<file path="src/rtl/freq_gate_counter.sv">
// freq_gate_counter: counts rising edges of an asynchronous input over a GATE_CYCLES window
// and hands the count to the downstream BCD converter. Optional macro: FREQ_OVF_SAT_EN.
module freq_gate_counter #(
  parameter logic [31:0] GATE_CYCLES = 32'd100_000_000,
  parameter logic [31:0] MAX_COUNT   = 32'd999_999
) (
  input  logic        clk,
  input  logic        rst_n,
  input  logic        en,
  input  logic        sig_in,
  input  logic        done,
  output logic [31:0] binary_out,
  output logic        start,
  output logic        ovf
);

  typedef enum logic [1:0] {
    IDLE = 2'd0,
    GATE = 2'd1,
    WAIT = 2'd2
  } state_t;

  state_t      state_r;
  state_t      state_next_s;
  logic        sync1_r;
  logic        sync2_r;
  logic        sync3_r;
  logic        edge_s;
  logic        edge_inc_s;
  logic [31:0] gate_cnt_r;
  logic [31:0] edge_cnt_r;
  logic [31:0] binary_out_r;
  logic        start_r;
  logic        ovf_r;
  logic        gate_last_s;
  logic        count_en_s;
  logic [31:0] latch_sum_s;
  logic [31:0] latch_val_s;
  logic        latch_ovf_s;

  // Two-flop synchronizer plus a delay stage for rising-edge detection
  always_ff @(posedge clk or negedge rst_n) begin
    if (!rst_n) begin
      sync1_r <= 1'b0;
      sync2_r <= 1'b0;
      sync3_r <= 1'b0;
    end else begin
      sync1_r <= sig_in;
      sync2_r <= sync1_r;
      sync3_r <= sync2_r;
    end
  end

  assign edge_s      = sync2_r & ~sync3_r;
  assign latch_sum_s = edge_cnt_r + {31'd0, edge_s};

`ifdef FREQ_OVF_SAT_EN
  // Counter parks at MAX_COUNT+1 so it cannot wrap back into the valid range
  assign edge_inc_s  = edge_s & (edge_cnt_r <= MAX_COUNT);
  assign latch_ovf_s = (latch_sum_s > MAX_COUNT);
  assign latch_val_s = latch_ovf_s ? MAX_COUNT : latch_sum_s;
`else
  logic max_count_unused_s;
  assign max_count_unused_s = ^MAX_COUNT;
  assign edge_inc_s  = edge_s;
  assign latch_ovf_s = 1'b0;
  assign latch_val_s = latch_sum_s;
`endif

  // State register
  always_ff @(posedge clk or negedge rst_n) begin
    if (!rst_n) begin
      state_r <= IDLE;
    end else begin
      state_r <= state_next_s;
    end
  end

  // Next-state logic; a low en wins over window completion and done
  always_comb begin
    state_next_s = state_r;
    case (state_r)
      IDLE: begin
        if (en) state_next_s = GATE;
        else    state_next_s = IDLE;
      end
      GATE: begin
        if (!en)                                   state_next_s = IDLE;
        else if (gate_cnt_r == GATE_CYCLES - 32'd1) state_next_s = WAIT;
        else                                       state_next_s = GATE;
      end
      WAIT: begin
        if (!en)       state_next_s = IDLE;
        else if (done) state_next_s = GATE;
        else           state_next_s = WAIT;
      end
      default: state_next_s = IDLE;
    endcase
  end

  // FSM outputs: counting enable and terminal-cycle strobe
  always_comb begin
    gate_last_s = 1'b0;
    count_en_s  = 1'b0;
    case (state_r)
      GATE: begin
        if (!en) begin
          gate_last_s = 1'b0;
          count_en_s  = 1'b0;
        end else if (gate_cnt_r == GATE_CYCLES - 32'd1) begin
          gate_last_s = 1'b1;
          count_en_s  = 1'b0;
        end else begin
          gate_last_s = 1'b0;
          count_en_s  = 1'b1;
        end
      end
      default: begin
        gate_last_s = 1'b0;
        count_en_s  = 1'b0;
      end
    endcase
  end

  // Window counters; cleared at window close so WAIT and IDLE hold them at zero
  always_ff @(posedge clk or negedge rst_n) begin
    if (!rst_n) begin
      gate_cnt_r <= 32'd0;
      edge_cnt_r <= 32'd0;
    end else if (count_en_s) begin
      gate_cnt_r <= gate_cnt_r + 32'd1;
      edge_cnt_r <= edge_cnt_r + {31'd0, edge_inc_s};
    end else begin
      gate_cnt_r <= 32'd0;
      edge_cnt_r <= 32'd0;
    end
  end

  // Result latch and start strobe, updated only on the terminal GATE cycle
  always_ff @(posedge clk or negedge rst_n) begin
    if (!rst_n) begin
      binary_out_r <= 32'd0;
      ovf_r        <= 1'b0;
      start_r      <= 1'b0;
    end else if (gate_last_s) begin
      binary_out_r <= latch_val_s;
      ovf_r        <= latch_ovf_s;
      start_r      <= 1'b1;
    end else begin
      start_r      <= 1'b0;
    end
  end

  assign binary_out = binary_out_r;
  assign start      = start_r;
  assign ovf        = ovf_r;

endmodule

</file>
<file path="config.mk">
export PLATFORM = sky130hd
export DESIGN_NAME = freq_gate_counter
export DESIGN_NICKNAME = d
export VERILOG_FILES = /design/src/rtl/freq_gate_counter.sv
export SDC_FILE = /design/constraint.sdc
export NUM_CORES = 1
export LEC_CHECK = 0
export CAP_MARGIN = 25
export CORE_UTILIZATION = 49
export DETAILED_ROUTE_END_ITERATION = 8
export GPL_TIMING_DRIVEN = 0
export PLACE_DENSITY = 0.69
export SLEW_MARGIN = 10
export SYNTH_ARGS = -nofsm -noshare
export SYNTH_HDL_FRONTEND = slang
export SYNTH_SLANG_ARGS = --single-unit
</file>
<file path="constraint.sdc">
create_clock -name clk -period 3.5 [get_ports clk]
set_input_delay 0.7 -clock clk [delete_from_list [all_inputs] [get_ports clk]]
set_output_delay 0.7 -clock clk [all_outputs]
set_load 0.02 [all_outputs]
</file>
# Yosys cells after proc, flatten, opt, wreduce, memory -nomap -nowiden

Cells that the tools add are included.

Bits in registers: 102
Bits of input ports: 5
Output and inout port bits: 34
Word-level logic and storage cells: 31

$add $sub $neg: 2
Eq/ne operators: 3
Muxes and demuxes: 15
Bitwise logic cells: 2
Reduce and logical (&&, ||, !) cells: 1

Operators by type and width:

| operator              | number |
|---|---|
| $mux 32               | 2 |
| $add 32x1->32         | 1 |
| $add 32x1->32 const B | 1 |
| $eq 32x27->1 const B  | 1 |
| $mux 1                | 8 |
| $mux 2                | 4 |
| $pmux 2 s3            | 1 |
| $eq 2x1->1 const B    | 1 |
| $eq 2x2->1 const B    | 1 |
| $logic_not 2->1       | 1 |
| $and 1x1->1           | 1 |
| $not 1->1             | 1 |

# Longest topological paths before layout

Word-level depth: 5
Gate-level depth with buffers: 8
Mapped depth without buffers: 7

# Worst setup path before layout

Ideal clock, no wire load.

Path kind: reg-to-reg
From: register gate_cnt_r[0]
To: register edge_cnt_r[2]
Setup time: 0.122 ns
Arrival time: 1.808 ns
Data required time: 3.378 ns
Path slack: 1.570 ns
Stages on the path, launching flop included: 9
Buffers on the path: 3
Period minus slack after synthesis: 1.930 ns
Path through: dfrtp_1 > ha_1 > clkbuf_1 > nand4_1 > or3_1 > nand2b_4 > buf_12 > buf_6 > nor2_1

Word-level cells in the longest chain between the ends: 5

Ends and longest elaborated chain:

| what                   | line | text |
|---|---|---|
| start, declared        | 30   | `logic [31:0] gate_cnt_r;` |
| start signal, assigned | 131  | `gate_cnt_r <= gate_cnt_r + 32'd1;` |
| $eq 32x27->1           | 110  | `end else if (gate_cnt_r == GATE_CYCLES - 32'd1) begin` |
| $mux 1                 | 110  |  |
| $mux 1                 | 107  | `if (!en) begin` |
| $mux 1                 | 105  | `case (state_r)` |
| $mux 32                | 130  | `end else if (count_en_s) begin` |
| end signal, assigned   | 132  | `edge_cnt_r <= edge_cnt_r + {31'd0, edge_inc_s};` |
| end, declared          | 31   | `logic [31:0] edge_cnt_r;` |

No other way between the ends.
A chain may end at the register's enable or synchronous reset.

# Worst setup path in the final report

From: register sync2_r
To: register binary_out_r[28] (netlist: binary_out[28])

Word-level cells in the longest chain between the ends: 2

Ends and longest elaborated chain:

| what                   | line | text |
|---|---|---|
| start, declared        | 26   | `logic sync2_r;` |
| start signal, assigned | 49   | `sync2_r <= sync1_r;` |
| $and 1x1->1            | 54   | `assign edge_s = sync2_r & ~sync3_r;` |
| $add 32x1->32          | 55   | `assign latch_sum_s = edge_cnt_r + {31'd0, edge_s};` |
| end signal, assigned   | 146  | `binary_out_r <= latch_val_s;` |
| end, declared          | 32   | `logic [31:0] binary_out_r;` |

No other way between the ends.

==> impl_metrics.ini <==
[die]
initial_core_util_pct = 50.99
ios = 39
die_area_sq_mm = 0.01010
die_h_um = 100.5
placementRows = 35
core_sq_mm = 0.009328
dieWidth_um = 100.5

[timing]
drv_slew = 0
setup_viol_count_final = 0
rsz0062_at_grt = false
skew_ns = 0.005671
finalHoldViolations = 0
final.period_utilization_pct = 68.10
fin_tns_setup_ns = 0
slew_headroom_pct = 47.79
tightest_slew_ns = 0.7767
timing.final.ws_setup_ns = 1.116
fmax_ghz = 0.4195
fin_crit_ns = 2.384

[placement]
placed_area_sq_mm = 0.005313
hpwl_um = 6527
portBuffers = 37
place.gp.congestion = 0.7984
place_ws_ns = 0.8865

[synthesis]
yosys-top-cells-area = dfrtp_1, xor2_1, nor2_1
synth_top_area_share_pct = 53.67
netlist_area_sq_mm = 0.004756
synth_cell_type_count = 41
ys_seq_elements = 102
postSynthAreaPerCell_sq_um = 10.36
yosysSeqAreaShare_pct = 53.67
synth_cells = 459
synth_edf_count = 0
syn_nets = 467
yosysWarningCount = 0
synth_ff_type = dfrtp_1
synth_top_area_cell = dfrtp_1
async_flop_share_pct = 100.0

[clocking]
post-cts-setup-buffer-count = 0
cts.sinks = 102
path_clk_slew_ns = 0.10
cts_buffer_depth = 2
cts_made_buffers = 9
hold_buffers = 0
postCtsResizedCells = 0
cts-htree-levels = 3
clock_latency_ns = 0.37
cts_tree = done
root_buffer = clkbuf_8

[setup_path]
path_common_cell = ha_1
slowest_delay_ns = 0.45
critPathCaptureType = register
worst_ep_required_time_ns = 3.72
cp_cell_sequence = nor2b_1 > ha_1 > ha_1 > clkbuf_1 > nand4_1 > nor4_1 > xnor2_1 > a21oi_1
cp-start-kind = register
critPathArrivalTime_ns = 2.60
path_class = register to register
timing.reg2reg.setup_slack_ns = 1.12
crit_slowest_cell = nor4_1
crit_fanout = 7

[route]
ant_nets = 0
vias = 3341
drc = 0
drt-initial-drc-count = 98
drt-pass1-iter-count = 4
drt-wirelength-per-cell_um = 14.19
drt-total-wl_um = 9109
viasPerCell = 5.204

[power]
p_leak_uw = 0.002285
p_per_area_mw_per_mm2 = 357.2
ir_drop_uv = 217.2

[global_route]
antenna_found_initial = 0
first_global_vias = 3357
grt_overflow = 0
grt_use_total_pct = 20.21
grt_max_degree = 64
grt_pass1_wl_um = 15940

[cells_and_area]
fin_nets = 516
fin_util_pct = 58.90
post-route-cell-area_sq_mm = 0.005494
final_layout_size_suffix_gt1_share_pct = 9.747
num_antenna_cells = 0
area_growth_pct = 15.52

[outcome]
outcome = complete, no violations

[run]
cap_viol_max_count = 0

[hold_path]
hp-class = primary input to async pin
==> routing by layer <==
metal	track usage, %	part of all wire (%)
met1	27.05	47
met3	4.438	3.1
met5	0	0
met4	6.020	0.67
met2	33.14	49
==> worst max-delay path: cells and delay by family (launching register included) <==
| family | cells | cell delay, ns |
|---|---|---|
| AO/OA/AOI/OAI | 1 | 0.11 |
| buffers and inverters | 1 | 0.28 |
| AND/OR/NAND/NOR | 3 | 0.98 |
| XOR/XNOR | 1 | 0.22 |
| adder cells (fa/ha/maj) | 2 | 0.30 |
| flip-flops | 1 | 0.36 |
==> worst paths after layout <==
path	start	to	cells past startpoint
setup / recovery	sync2_r	binary_out[28]	8
hold / removal	rst_n	binary_out[7]	1
setup reg to reg	sync2_r	binary_out[28]	8
hold reg to reg	sync1_r	sync2_r	0
max in group asynchronous	rst_n	binary_out[28]	2
min in group clk	sync1_r	sync2_r	0
==> stage by stage <==
step                      hold WS, ns  power [uW]  cells
after floorplan                0.3312        1255    459
after global placement         0.3583        1295    625
after detailed placement       0.3570        1300    626
after CTS                      0.3012        1993    642
after global routing           0.3190        2041    642
final                          0.2916        1962    642
==> power by group <==
part | switching, uW | leakage, uW | internal [uW]
clock | 423 | 0.0000760 | 265
sequential | 3.07 | 0.00142 | 1180
combinational | 57.6 | 0.000794 | 29.6
total | 484 | 0.00229 | 1480
==> cell families after synthesis <==
logic type	synth area share, %
other	0.07885
buffers and inverters	4.604
DFF	53.67
and+or+nand+nor	26.34
AOI/OAI and AO/OA	3.473
xor gates and xnor gates	11.05
adders and majority gates	0.7894
==> cells in the final DEF (no fill, tap or decap), drive strengths merged, types with 4 or more instances in the layout <==
master	count
a21oi	4
and2	8
and3	11
and4	10
buf	19
clkbuf	14
clkdlybuf4s50	36
clkinvlp	5
dfrtp	102
inv	9
nand2	45
nand3	24
nand4	23
nor2	73
nor3	7
nor4	14
nor4b	4
o21ai	29
xnor2	26
xor2	34
==> cell type report <==
type	instances	area, sq um
plain buffers	22	192.7
clock buffers	9	123.9
repair buffers	38	395.4
well taps	129	161.4
flip-flops and latches	102	2552
inverters	7	26.28
fillers	820	3834
multi-input cells	328	1984
clock inverters	7	57.56
==> Yosys cell counts, types with 2 or more instances <==
library cell and number:
dfrtp_1 102, nor4_4 2, or4_4 2, buf_6 11, nand3_1 24, inv_1 7
nand4_1 20, clkbuf_1 5, nand2_1 45, nor4b_1 4, nor4_1 10, and4_1 10
ha_1 3, a21oi_1 4, xor2_1 34, and3_1 10, buf_4 2, buf_2 3
o21ai_1 28, nor3_1 6, nand4_2 2, xnor2_1 26, and2_1 7, nor2_1 71
nor2b_1 2, nor4_2 2, nand2b_1 2, nor2_2 2
==> state kept, by name (all words and copies together) (netlist names) <==
name / cells
sync1_r: 1
start: 1
binary_out: 32
state_r: 2
sync3_r: 1
edge_cnt_r: 32
sync2_r: 1
gate_cnt_r: 32
Note: power is estimated with default switching activity, not from simulation.
